<file path="src/rtl/uart_pkg.sv">
// Shared UART definitions used by the fast-link receive and transmit stages.
//   UART_DATA_BITS  - payload bits per frame
//   UART_FRAME_BITS - start + data + parity + stop
//   UART_IDLE_LEVEL - line level when no frame is in flight
//   uart_rx_state_t - receive FSM states
//   uart_parity()   - even parity of a payload byte
package uart_pkg;

  localparam int unsigned UART_DATA_BITS  = 8;
  localparam int unsigned UART_FRAME_BITS = 11;
  localparam logic        UART_IDLE_LEVEL = 1'b1;

  typedef enum logic [2:0] {
    IDLE,
    START,
    DATA,
    PARITY,
    STOP,
    BREAK
  } uart_rx_state_t;

  function automatic logic uart_parity(input logic [UART_DATA_BITS-1:0] data);
    return ^data;
  endfunction

endpackage

</file>
<file path="src/rtl/uart_fast_read_if.sv">
// Holding-register handshake between uart_fast_read and its consumer.
//   ack        - consumer takes the held byte this cycle (when valid=1)
//   word       - received byte
//   valid      - an unconsumed byte is held
//   parity_err - parity mismatch on the held byte
//   frame_err  - stop bit sampled low on the held byte
//   overrun    - a previous byte was overwritten before being acked
// Modports: master = receiver side, slave = consumer side.
interface uart_fast_read_if;
  import uart_pkg::*;

  logic                      ack;
  logic [UART_DATA_BITS-1:0] word;
  logic                      valid;
  logic                      parity_err;
  logic                      frame_err;
  logic                      overrun;

  modport master (
    input  ack,
    output word, valid, parity_err, frame_err, overrun
  );

  modport slave (
    output ack,
    input  word, valid, parity_err, frame_err, overrun
  );

endinterface

</file>
<file path="src/rtl/uart_fast_read_sync.sv">
// Two-flop synchronizer for an asynchronous serial line. Both flops reset to
// the idle level so a reset never fabricates a start bit.
//   clk     - destination clock
//   reset_n - synchronous, active-low reset
//   d       - asynchronous line in
//   q       - line synchronized to clk (2 clocks of latency)
module uart_rx_sync
  import uart_pkg::*;
(
  input  logic clk,
  input  logic reset_n,
  input  logic d,
  output logic q
);

  logic meta_q;
  logic sync_q;

  always_ff @(posedge clk) begin
    if (!reset_n) begin
      meta_q <= UART_IDLE_LEVEL;
      sync_q <= UART_IDLE_LEVEL;
    end else begin
      meta_q <= d;
      sync_q <= meta_q;
    end
  end

  assign q = sync_q;

endmodule

</file>
<file path="src/rtl/uart_fast_read.sv">
// Receive deserializer for the fast UART link. Frame: start 0, 8 data bits
// LSB first, even parity, stop 1. Each received byte lands in a holding
// register with parity/framing/overrun flags and a valid/ack handshake.
// Build option: define UART_FAST_READ_SYNC_EN to pass rxd through a 2-flop
// synchronizer (adds 2 clocks of latency) when rxd is asynchronous to clk.
//   clk     - system clock, posedge
//   reset_n - synchronous, active-low reset
//   rxd     - serial line, idle high
//   bus     - holding-register handshake (master side)
//   busy    - FSM is not idle
module uart_fast_read
  import uart_pkg::*;
#(
  parameter int unsigned CLKS_PER_BIT = 1,
  parameter int unsigned DATA_BITS    = UART_DATA_BITS
) (
  input  logic             clk,
  input  logic             reset_n,
  input  logic             rxd,
  uart_fast_read_if.master bus,
  output logic             busy
);

  localparam int unsigned TICK_W = $clog2(CLKS_PER_BIT) + 1;
  localparam int unsigned CNT_W  = $clog2(DATA_BITS);

  localparam logic [TICK_W-1:0] TICK_BIT  = TICK_W'(CLKS_PER_BIT);
  localparam logic [TICK_W-1:0] TICK_HALF = TICK_W'(CLKS_PER_BIT / 2);
  localparam logic [CNT_W-1:0]  BIT_LAST  = CNT_W'(DATA_BITS - 1);
  // With one clock per bit the start check coincides with the detect edge.
  localparam bit                SKIP_START = (CLKS_PER_BIT / 2) == 0;

  logic rx_line;

`ifdef UART_FAST_READ_SYNC_EN
  uart_rx_sync u_sync (
    .clk     (clk),
    .reset_n (reset_n),
    .d       (rxd),
    .q       (rx_line)
  );
`else
  assign rx_line = rxd;
`endif

  uart_rx_state_t         state_q, state_d;
  logic [TICK_W-1:0]      tick_q, tick_d, tick_inc;
  logic [CNT_W-1:0]       bit_q, bit_d;
  logic [DATA_BITS-1:0]   shift_q, shift_d;
  logic                   par_q, par_d;
  logic [DATA_BITS-1:0]   word_q, word_d;
  logic                   valid_q, valid_d;
  logic                   perr_q, perr_d;
  logic                   ferr_q, ferr_d;
  logic                   ovr_q, ovr_d;

  // Tick counts clocks since entering the state (or since the last sample).
  assign tick_inc = tick_q + 1'b1;

  always_comb begin
    state_d = state_q;
    tick_d  = tick_q;
    bit_d   = bit_q;
    shift_d = shift_q;
    par_d   = par_q;
    word_d  = word_q;
    valid_d = valid_q;
    perr_d  = perr_q;
    ferr_d  = ferr_q;
    ovr_d   = ovr_q;

    if (bus.ack && valid_q) begin
      valid_d = 1'b0;
      perr_d  = 1'b0;
      ferr_d  = 1'b0;
      ovr_d   = 1'b0;
    end

    unique case (state_q)
      IDLE: begin
        tick_d = '0;
        if (rx_line != UART_IDLE_LEVEL) begin
          bit_d   = '0;
          state_d = SKIP_START ? DATA : START;
        end
      end
      START: begin
        tick_d = tick_inc;
        if (tick_inc == TICK_HALF) begin
          tick_d  = '0;
          bit_d   = '0;
          // A high line at mid-start is a glitch: drop it without flags.
          state_d = (rx_line != UART_IDLE_LEVEL) ? DATA : IDLE;
        end
      end
      DATA: begin
        tick_d = tick_inc;
        if (tick_inc == TICK_BIT) begin
          tick_d  = '0;
          shift_d = {rx_line, shift_q[DATA_BITS-1:1]};
          bit_d   = bit_q + 1'b1;
          if (bit_q == BIT_LAST) begin
            state_d = PARITY;
          end
        end
      end
      PARITY: begin
        tick_d = tick_inc;
        if (tick_inc == TICK_BIT) begin
          tick_d  = '0;
          par_d   = rx_line;
          state_d = STOP;
        end
      end
      STOP: begin
        tick_d = tick_inc;
        if (tick_inc == TICK_BIT) begin
          tick_d  = '0;
          // New byte wins over a same-cycle ack; overrun only if unacked.
          word_d  = shift_q;
          perr_d  = par_q != uart_parity(shift_q);
          ferr_d  = ~rx_line;
          ovr_d   = valid_q & ~bus.ack;
          valid_d = 1'b1;
          state_d = rx_line ? IDLE : BREAK;
        end
      end
      BREAK: begin
        tick_d = '0;
        if (rx_line == UART_IDLE_LEVEL) begin
          state_d = IDLE;
        end
      end
      default: begin
        tick_d  = '0;
        state_d = IDLE;
      end
    endcase
  end

  always_ff @(posedge clk) begin
    if (!reset_n) begin
      state_q <= IDLE;
      tick_q  <= '0;
      bit_q   <= '0;
      shift_q <= '0;
      par_q   <= 1'b0;
      word_q  <= '0;
      valid_q <= 1'b0;
      perr_q  <= 1'b0;
      ferr_q  <= 1'b0;
      ovr_q   <= 1'b0;
    end else begin
      state_q <= state_d;
      tick_q  <= tick_d;
      bit_q   <= bit_d;
      shift_q <= shift_d;
      par_q   <= par_d;
      word_q  <= word_d;
      valid_q <= valid_d;
      perr_q  <= perr_d;
      ferr_q  <= ferr_d;
      ovr_q   <= ovr_d;
    end
  end

  assign bus.word       = word_q;
  assign bus.valid      = valid_q;
  assign bus.parity_err = perr_q;
  assign bus.frame_err  = ferr_q;
  assign bus.overrun    = ovr_q;
  assign busy           = state_q != IDLE;

endmodule

</file>
<file path="src/flat_wrapper.sv">
// flat-port wrapper written by rule: the top's interface ports become plain ports
module uart_fast_read_flat import uart_pkg::*;
#(
  parameter int unsigned CLKS_PER_BIT = 1,
  parameter int unsigned DATA_BITS    = UART_DATA_BITS
)
  (clk, reset_n, rxd, busy, bus_ack, bus_word, bus_valid, bus_parity_err, bus_frame_err, bus_overrun);
  uart_fast_read_if bus_i ();
  input  logic clk;
  input  logic reset_n;
  input  logic rxd;
  output logic busy;
  input wire logic [$bits(bus_i.ack)-1:0] bus_ack;
  output wire logic [$bits(bus_i.word)-1:0] bus_word;
  output wire logic [$bits(bus_i.valid)-1:0] bus_valid;
  output wire logic [$bits(bus_i.parity_err)-1:0] bus_parity_err;
  output wire logic [$bits(bus_i.frame_err)-1:0] bus_frame_err;
  output wire logic [$bits(bus_i.overrun)-1:0] bus_overrun;
  assign bus_i.ack = bus_ack;
  assign bus_word = bus_i.word;
  assign bus_valid = bus_i.valid;
  assign bus_parity_err = bus_i.parity_err;
  assign bus_frame_err = bus_i.frame_err;
  assign bus_overrun = bus_i.overrun;
  uart_fast_read #(.CLKS_PER_BIT(CLKS_PER_BIT), .DATA_BITS(DATA_BITS)) u_core (.clk(clk), .reset_n(reset_n), .rxd(rxd), .bus(bus_i), .busy(busy));
endmodule
</file>
<file path="config.mk">
export PLATFORM = sky130hd
export DESIGN_NAME = uart_fast_read_flat
export DESIGN_NICKNAME = d
export VERILOG_FILES = /design/src/rtl/uart_pkg.sv /design/src/rtl/uart_fast_read_if.sv /design/src/rtl/uart_fast_read_sync.sv /design/src/rtl/uart_fast_read.sv /design/src/flat_wrapper.sv
export SDC_FILE = /design/constraint.sdc
export NUM_CORES = 1
export LEC_CHECK = 0
export CAP_MARGIN = 20
export CORE_UTILIZATION = 48
export CTS_CLUSTER_SIZE = 14
export DETAILED_ROUTE_END_ITERATION = 12
export PLACE_DENSITY_LB_ADDON = 0.12
export SLEW_MARGIN = 15
export SYNTH_ARGS = -nofsm -noshare
export SYNTH_HDL_FRONTEND = slang
export SYNTH_SLANG_ARGS = --single-unit
</file>
<file path="constraint.sdc">
create_clock -name clk -period 1.25 [get_ports clk]
set_input_delay 0.3125 -clock clk [delete_from_list [all_inputs] [get_ports clk]]
set_output_delay 0.3125 -clock clk [all_outputs]
set_load 0.01 [all_outputs]
</file>
==> results_dict.tcl, run 1 <==
set metrics [dict create \
    status "finished, violations left" \
    violations "negative setup slack" \
    antenna_found_initial 0 \
    fin_skew_ns 0.0169 \
    worstPathArrival_ns 1.16 \
    postCtsHoldBufs 0 \
    clk_latency_ns 0.34 \
    grt_max_degree 19 \
    start_kind "flip-flop" \
    path_max_fanout 2 \
    ys_ff_latch 28 \
    ys_seq_area_frac 0.433 \
    htree_levels 1 \
    max_freq_ghz 0.681 \
    start_util 0.513 \
    fin_ws_ns -0.219 \
    grt_setup_unrepaired "true" \
    p_int_mw 1.31 \
    n_antenna_cell 0 \
    area_delta_synth_final_pct 46.9 \
    switching_share 0.217 \
    via_per_inst 5.25 \
    rows 18 \
    path_buf_inv 1 \
    drt.antenna.violating_nets 0 \
    clockBufferDepth 2 \
    root_buffer "clkbuf_4" \
    cts_buffers 3 \
    finalSetupViolations 25 \
    end_kind "output port" \
    gp_congestion 0.738 \
    p_sw_mw 0.364 \
    gr-total-overflow 0 \
    synth_cell_types 34 \
    worstMarginPinSlew_ns 0.250 \
    grt_pass1_wl_mm 4.79 \
    period_minus_slack_ns 1.47 \
    io-pin-count 17 \
    dr.pass1.iters 4 \
    synth_cells 146 \
    ir_worst_vdd_mv 0.631 \
    crit_path_cell_trace "or3_1 -> buf_2" \
    seqPwrFrac 0.541 \
    hold_class "flip-flop to flip-flop" \
    die_area_um2 2910 \
    leakagePower_nw 0.802 \
    drc_errors 0 \
    critPathTopFamily "simple AND/OR/NAND/NOR gates" \
    period_share 1.17 \
    p_per_area_nw_per_um2 882 \
    path_clk_slew_ns 0.17 \
    comb_power_share 0.096 \
    fin_hold_ws_ns 0.462 \
    worstSetupPathType "flip-flop to output port" \
    cp-startpoint "u_core.state_q[1]" \
    grt.total_usage 0.234 \
    wirelength_mm 3.32 \
    ys.flop_type "dfxtp_1" \
    cts_sinks 28 \
    synth_warnings 0 \
    die_x_um 53.9 \
    syn_area_per_cell_um2 8.86 \
    synth_edf_count 0 \
    hold_viol 0 \
    critPathMaxStageDelay_ns 0.36 \
    worstPathRequired_ns 0.94 \
    drt_iter0_drc 28 \
    relSlewSlack 0.828 \
    grt_pass1_vias 1056 \
    final_core_util 0.753 \
    post_drt_wl_per_cell_um 14.6 \
    vias 1191 \
    netlist_area_um2 1290 \
    die_y_um 53.9 \
    portBuffers 16 \
    r2r-start "u_core.state_q[1]" \
    slew_viol_final 0 \
    pwr-share-clk 0.363 \
    async_flop_share 0 \
    drive_gt1_frac 0.467 \
    core-area_um2 2520 \
    hpwl_mm 1.93 \
    cap_violations 0 \
    synth_nets 152 \
    hp-start "u_core.bus.word[3]" \
    nets 204 \
    critical-path-slowest-cell "or3_1" \
    cts_tree "done" \
]
-- metrics by stage --
stage	TNS, ns	power, mW	setup slack (ns)	area [um^2]	std cells
6_report	-1.86	1.68	-0.219	1900	227
4_1_cts	-1.10	1.66	-0.232	1850	222
3_5_place_dp	-3.54	1.06	-0.272	1650	209
5_1_grt	-3.68	1.72	-0.284	1900	227
3_3_place_gp	-2.77	1.06	-0.254	1650	209
2_1_floorplan	-0.0361	1.00	-0.0361	1300	146
-- synth_stat cells (all sizes together) (2+ instances only) --
cell type,count,area [um^2]
and3,2,12.5
buf,7,37.5
dfxtp,28,561
nand3,2,10.0
nand2b,6,37.5
xor2,2,17.5
and2,2,12.5
xnor2,3,26.3
o21a,3,22.5
mux2i,3,30.0
a21oi,2,10.0
nor3b,5,42.5
nor2,6,22.5
a21boi,18,135
nor2b,4,25.0
clkbuf,4,15.0
ha,2,25.0
nor4b,2,23.8
nand2,34,128
-- cell type report --
cell class | instances | area (um^2)
clock buffer | 3 | 22.5
tap | 30 | 37.5
multi-input combinational | 106 | 792
timing repair buffer | 58 | 429
clock inverter | 1 | 30.0
fill | 166 | 622
inverter | 1 | 3.75
sequential | 28 | 586
-- worst reg2reg max path, delay by kind of cell (launching register included) --
| kind | cells | cell delay [ns] |
|---|---|---|
| flip-flops | 1 | 0.35 |
| buffers and inverters | 2 | 0.37 |
| AND/OR/NAND/NOR | 3 | 0.48 |
| AO/OA/AOI/OAI | 1 | 0.17 |
-- layout by cell type (no fill, tap or decap), types with 2 or more instances in the layout --
master           count
buf_4               37
ha_4                 2
clkbuf_4             3
nor2_1               5
mux2i_1              3
buf_6                5
nand2b_1             5
xor2_1               2
buf_2                5
nor2b_1              3
nand3_1              2
clkdlybuf4s50_1      3
clkbuf_2             8
o21a_1               3
a21boi_0             6
nand2_1             33
dfxtp_1             10
and2_1               2
and3_1               2
nor3b_4              3
dfxtp_2             17
a21boi_1            11
xnor2_1              2
-- flip-flops by register name, indices dropped and copies added, names as in the netlist, 3 cells and up --
| signal | flops |
|---|---|
| u_core.bit_q | 3 |
| u_core.bus.word | 8 |
| u_core.shift_q | 8 |
| u_core.state_q | 3 |
-- path summary, 6_finish.rpt --
path,endpoint,slack [ns],cells after the start
setup reg to reg,u_core.shift_q[1],-0.16,6
hold / removal,u_core.bus.word[3],0.46,2
hold reg to reg,u_core.bus.word[3],0.46,2
setup / recovery,busy,-0.22,2
-- per-layer routing --
| metal | global-route usage | wire (um) |
|---|---|---|
| met2 | 0.412 | 1690 |
| met1 | 0.293 | 1470 |
| met4 | 0.0789 | 15 |
| met5 | 0 | 0 |
| met3 | 0.0254 | 145 |
-- cell families (layout without fill, tap and decap cells) --
family / count (synthesis) / count (layout) / share of synthesized area
muxes: 3 / 3 / 0.0232
DFF: 28 / 28 / 0.433
adders and majority gates: 2 / 2 / 0.0193
xor gates and xnor gates: 6 / 6 / 0.0513
and+or+nand+nor: 66 / 66 / 0.261
AOI/OAI and AO/OA: 29 / 29 / 0.168
buffers and inverters: 12 / 63 / 0.0435
-- power by group through the flow --
stage / clock [mW] / sequential (mW) / combinational, mW
2_1_floorplan: 0 / 0.926 / 0.0745
3_3_place_gp: 0 / 0.925 / 0.131
3_5_place_dp: 0 / 0.927 / 0.134
4_1_cts: 0.607 / 0.906 / 0.144
5_1_grt: 0.642 / 0.908 / 0.173
6_report: 0.608 / 0.907 / 0.161
-- timing repair --
action                     in CTS  in global routing
setup buffers                   8                  5
pin swaps                      12                  6
setup endpoints to repair      39                 37
cloned                          1                  0
gates resized for setup        68                 30
No activity file was read; power rests on OpenSTA's default activity.
==> inputs of run 2 (changes only) <==
--- a/config.mk
+++ b/config.mk
@@ -15,2 +15,3 @@
 export SYNTH_HDL_FRONTEND = slang
+export SYNTH_HIERARCHICAL = 1
 export SYNTH_SLANG_ARGS = --single-unit
--- a/constraint.sdc
+++ b/constraint.sdc
@@ -3,2 +3,2 @@
 set_output_delay 0.3125 -clock clk [all_outputs]
-set_load 0.01 [all_outputs]
+set_load 0.005 [all_outputs]
==> run 2 against run 1 <==
  * The run still ends with negative setup slack left
  * Hold slack worse by 0.0029 ns
  * Combinational power increased by 78%
  * Synthesized cell count fell by 1.4%
  * Critical path type unchanged
  * Largest cell class unchanged
==> results_dict.tcl, run 2 <==
set metrics [dict create \
    seqPwrFrac 0.515 \
    comb_power_share 0.158 \
    hpwl_mm 1.84 \
    leakagePower_nw 0.738 \
    cts_buffers 3 \
    clk_latency_ns 0.32 \
    cap_violations 0 \
    fin_ws_ns -0.237 \
    mostFrequentLayoutCells "nand2_1 (35), buf_4 (31), dfxtp_2 (20)" \
    grt_max_degree 17 \
    root_buffer "clkbuf_4" \
    post_drt_wl_per_cell_um 12.8 \
    netlist_area_um2 1280 \
    die_area_um2 2890 \
    layout_commonest_cell "nand2_1" \
    drive_gt1_frac 0.376 \
    synth_cell_types 31 \
    worstPathRequired_ns 0.94 \
    hold_class "flip-flop to flip-flop" \
    ys.flop_type "dfxtp_1" \
    end_kind "output port" \
    synth.most_common_cell "nand2_1" \
    hp-start "u_core/bus.word[0]" \
    gr-total-overflow 0 \
    fin_hold_ws_ns 0.459 \
    r2r_cells 6 \
    hold_end "u_core/bus.word[0]" \
    postCtsHoldBufs 0 \
    path_max_fanout 2 \
    io-pin-count 17 \
    drc_errors 0 \
    n_antenna_cell 0 \
    slew_viol_final 0 \
    antenna_found_initial 0 \
    drt.antenna.violating_nets 0 \
    period_minus_slack_ns 1.49 \
    wirelength_mm 2.77 \
    yosysTopAreaCell "dfxtp_1" \
    die_x_um 53.7 \
    vias 1103 \
    synth_nets 150 \
    violations "negative setup slack" \
    via_per_inst 5.11 \
    min_path_cells 2 \
    synth_cells 144 \
    pwr-share-clk 0.326 \
    netlist.area_leader.share 0.436 \
    r2r_slack_ns -0.16 \
    start_kind "flip-flop" \
    core-area_um2 2500 \
    nets 193 \
    grt_pass1_vias 984 \
    timing.rr.end "u_core/shift_q[0]" \
    ir_worst_vdd_mv 0.704 \
    syn_area_per_cell_um2 8.92 \
    fin_skew_ns 0.00468 \
    synth_common_cells "nand2_1 (36), dfxtp_1 (28), a21boi_1 (18), nor2_1 (8)" \
    r2r-start "u_core/state_q[1]" \
    status "finished, violations left" \
    max_freq_ghz 0.672 \
    multi_input_area_um2 737 \
    path_clk_slew_ns 0.15 \
    async_flop_share 0 \
    fillers 183 \
    drt_iter0_drc 19 \
    gp_congestion 0.801 \
    grt.total_usage 0.206 \
    ys_ff_latch 28 \
    synth_edf_count 0 \
    area_delta_synth_final_pct 40.0 \
    p_int_mw 1.39 \
    portBuffers 16 \
    worstPathArrival_ns 1.17 \
    grt_pass1_wl_mm 4.17 \
    relSlewSlack 0.764 \
    worstMarginPinSlew_ns 0.353 \
    period_share 1.19 \
    dr.pass1.iters 4 \
    finalSetupViolations 24 \
    switching_share 0.234 \
    die_y_um 53.7 \
    grt_setup_unrepaired "true" \
    clockBufferDepth 2 \
    p_sw_mw 0.424 \
    worstSetupPathType "flip-flop to output port" \
    p_per_area_nw_per_um2 1010 \
    htree_levels 1 \
    ys_seq_area_frac 0.436 \
    regArea_um2 586 \
    rows 18 \
    cts_sinks 28 \
    hold_viol 0 \
    cts_tree "done" \
    start_util 0.514 \
    ys_top_cells_by_area "dfxtp_1 (44%), a21boi_1 (11%), nand2_1 (11%)" \
    synth_warnings 6 \
    final_core_util 0.720 \
]
==> run 2: cell types whose count changed after synthesis, moves of 2 or more <==
cell and delta:
a21boi_0 -15, a21boi_1 +15, nor2_1 +2, nand2_1 +2
==> run 2: kinds of logic (layout without fill, tap and decap cells) <==
family | count (synthesis) | count (layout) | synth area share
buffers and inverters | 10 | 52 | 0.0370
DFF | 28 | 28 | 0.436
xor gates and xnor gates | 6 | 6 | 0.0516
AOI/OAI and AO/OA | 28 | 28 | 0.178
muxes | 2 | 2 | 0.0156
adders and majority gates | 2 | 2 | 0.0195
and+or+nand+nor | 68 | 68 | 0.262
==> run 2: power groups by stage <==
stage          sequential [mW]  clock, mW  combinational (mW)
5_1_grt                  0.936      0.634               0.311
4_1_cts                  0.931      0.614               0.276
3_5_place_dp             0.947          0               0.262
6_report                 0.933      0.591               0.286
3_3_place_gp             0.947          0               0.256
2_1_floorplan            0.943          0               0.166
==> run 2: per-layer routing <==
metal | track usage | up-vias | wire, um
met1 | 0.255 | 519 | 1310
met3 | 0.0339 | 2 | 87
met5 | 0 | - | 0
li1 | - | 569 | -
met4 | 0.0746 | 0 | 15
met2 | 0.356 | 13 | 1370
==> run 2: final cells by class <==
type,instances,share of cell area
multi-input cells,106,0.410
flip-flops and latches,28,0.325
repair buffers,47,0.213
well taps,30,0.0209
clock inverters,1,0.0167
clock buffers,3,0.0125
inverters,1,0.00209
==> run 2: how the worst max path moves through the flow <==
stage / cells after the start / end / from
3_3_place_gp: 5 / u_core/bit_q[0] / rxd
5_1_grt: 2 / busy / u_core/state_q[1]
4_1_cts: 2 / busy / u_core/state_q[1]
2_1_floorplan: 3 / u_core/bus.parity_err / u_core/shift_q[6]
3_5_place_dp: 5 / u_core/bit_q[0] / rxd
6_report: 2 / busy / u_core/state_q[1]
==> run 2: critical path: stages (launching register included) <==
cell and delay (ns):
dfxtp_2 0.35, or3_1 0.37, buf_2 0.14
==> run 2: repair_timing <==
item | CTS | global route
setup buffers | 2 | 2
pin swaps | 4 | 6
resized for setup | 54 | 7
cloned | 1 | 0
endpoints found under the setup margin | 38 | 28
endpoints found under the hold margin | 0 | 0
==> run 2: stage by stage <==
stage                     setup slack (ns)  power [mW]  std cells  instance area (um^2)  TNS (ns)
after floorplan                    -0.0153        1.11        144                  1290   -0.0153
after global placement              -0.365        1.20        207                  1640     -3.11
after detailed placement            -0.414        1.21        207                  1640     -3.43
after CTS                           -0.231        1.82        214                  1760     -1.73
after global routing                -0.274        1.88        216                  1800     -4.15
final                               -0.237        1.81        216                  1800     -2.64
==> inputs of run 3 (changes only) <==
==> constraint.sdc (replaced) <==
create_clock -name clk -period 1.25 [get_ports clk]
set_input_delay 0.1875 -clock clk [delete_from_list [all_inputs] [get_ports clk]]
set_output_delay 0.1875 -clock clk [all_outputs]
set_load 0.005 [all_outputs]
==> run 3 against run 2 <==
  * The run still ends with negative setup slack left
  * Sequential power about the same
  * Die area unchanged
  * Utilization rose by 4.3 points
  * Setup slack better by 0.079 ns
  * First-iteration DRC count shrank 68%
  * Hold slack better by 0.0010 ns
  * Sequential share of layout area is 1.5 points lower
  * Design area grew 6.0%
  * Clock power up 2%
  * Final cell count up 2.3%
  * Register-to-register slack is essentially flat
  * Critical path type is now flip-flop to flip-flop
  * Critical endpoint is now u_core/bus.parity_err
  * Largest power group unchanged
  * Highest routed layer unchanged
==> results_dict.tcl, run 3 (synthesis gave the netlist of run 2 again) <==
set metrics [dict create \
    grt.total_usage 0.234 \
    slew_viol_final 0 \
    grt_pass1_vias 1084 \
    final_core_util 0.763 \
    nets 198 \
    violations "negative setup slack" \
    portBuffers 16 \
    worstPathArrival_ns 1.71 \
    r2r_cells 6 \
    clk_latency_ns 0.34 \
    period_share 1.13 \
    fin_skew_ns 0.0122 \
    r2r_slack_ns -0.16 \
    p_int_mw 1.44 \
    switching_share 0.244 \
    rows 18 \
    hpwl_mm 1.99 \
    leakagePower_nw 0.825 \
    via_per_inst 5.18 \
    die_area_um2 2890 \
    cts_tree "done" \
    area_delta_synth_final_pct 48.4 \
    path_max_fanout 8 \
    ir_worst_vdd_mv 0.666 \
    critical-path-slowest-cell "dfxtp_4" \
    path_clk_slew_ns 0.16 \
    die_y_um 53.7 \
    critPathMaxStageDelay_ns 0.37 \
    drive_gt1_frac 0.445 \
    finalSetupViolations 25 \
    wirelength_mm 2.99 \
    antenna_found_initial 0 \
    cp_common_cell "buf_6" \
    grt_max_degree 17 \
    worstMarginPinSlew_ns 0.357 \
    grt_pass1_wl_mm 4.66 \
    post_drt_wl_per_cell_um 13.5 \
    grt_setup_unrepaired "true" \
    cap_violations 0 \
    drt.antenna.violating_nets 0 \
    cp-startpoint "u_core/state_q[0]" \
    crit_cells 6 \
    comb_power_share 0.191 \
    die_x_um 53.7 \
    dr.pass1.iters 4 \
    hold_viol 0 \
    max_freq_ghz 0.710 \
    p_sw_mw 0.463 \
    place_area_um2 1670 \
    vias 1144 \
    r2r-start "u_core/state_q[0]" \
    worstSetupEndpoint "u_core/bus.parity_err" \
    start_util 0.514 \
    start_kind "flip-flop" \
    fin_ws_ns -0.158 \
    pwr-share-clk 0.318 \
    io-pin-count 17 \
    postCtsHoldBufs 0 \
    end_kind "flip-flop" \
    critPathTopFamily "simple AND/OR/NAND/NOR gates" \
    post-place-ws_ns -0.288 \
    worstPathRequired_ns 1.55 \
    path_buf_inv 2 \
    clockBufferDepth 2 \
    hold_class "flip-flop to flip-flop" \
    drc_errors 0 \
    gr-total-overflow 0 \
    relSlewSlack 0.762 \
    mostFrequentLayoutCells "buf_4 (29), nand2_1 (27), a21boi_1 (17)" \
    seqPwrFrac 0.491 \
    crit_path_cell_trace "buf_6 -> buf_6 -> nor4b_4 -> nand2_1 -> nor3b_2 -> a221o_1" \
    hp-start "u_core/bus.word[2]" \
    period_minus_slack_ns 1.41 \
    timing.rr.end "u_core/bus.parity_err" \
    p_per_area_nw_per_um2 998 \
    htree_levels 1 \
    worstSetupPathType "flip-flop to flip-flop" \
    final_area_um2 1910 \
    n_antenna_cell 0 \
    gp_congestion 0.821 \
    cts_sinks 28 \
    core-area_um2 2500 \
    root_buffer "clkbuf_4" \
    status "finished, violations left" \
    cts_buffers 3 \
    fillers 170 \
    layout_commonest_cell "buf_4" \
    drt_iter0_drc 6 \
    fin_setup_tns_ns -2.05 \
]
run 3: final cells by class:
type	count	area (um^2)	share of cell area
multi-input cells	106	781	0.409
flip-flops and latches	28	592	0.310
repair buffers	52	440	0.231
well taps	30	37.5	0.0197
clock inverters	1	30.0	0.0157
clock buffers	3	22.5	0.0118
inverters	1	3.75	0.00197
run 3: through the flow:
step	hold slack, ns	power (mW)	cells
CTS	0.461	1.89	221
global placement	0.443	1.22	212
global route	0.470	1.98	221
finish	0.460	1.90	221
detailed placement	0.445	1.23	212
floorplan	0.322	1.11	144
run 3: worst min-delay path: cells and delay by family, from the launching register on:
kind,cells,cell delay (ns)
simple gates,1,0.05
compound gates,1,0.05
flops,1,0.35
run 3: repair_timing:
| item | in CTS | in global routing |
|---|---|---|
| setup endpoints to repair | 39 | 26 |
| pin swaps | 12 | 19 |
| buffers inserted | 5 | 0 |
| cloned | 0 | 0 |
| gates resized for setup | 55 | 15 |
run 3: worst min-delay path by stage:
stage | endpoint | slack [ns] | cells past startpoint
floorplan | u_core/shift_q[7] | 0.32 | 2
global placement | u_core/bus.word[2] | 0.44 | 2
detailed placement | u_core/bus.word[2] | 0.44 | 2
CTS | u_core/bus.word[2] | 0.46 | 2
global route | u_core/bus.word[3] | 0.47 | 2
finish | u_core/bus.word[2] | 0.46 | 2
run 3: routing by layer:
metal | wire (um) | GRT usage
met1 | 1360 | 0.274
met2 | 1460 | 0.387
met3 | 91 | 0.0621
met4 | 79 | 0.123
met5 | 0 | 0
run 3: power by group through the flow:
stage	clock network [mW]	registers, mW	logic (mW)
2_1_floorplan	0	0.943	0.166
3_3_place_gp	0	0.959	0.262
3_5_place_dp	0	0.960	0.272
4_1_cts	0.618	0.934	0.335
5_1_grt	0.651	0.937	0.391
6_report	0.605	0.934	0.364
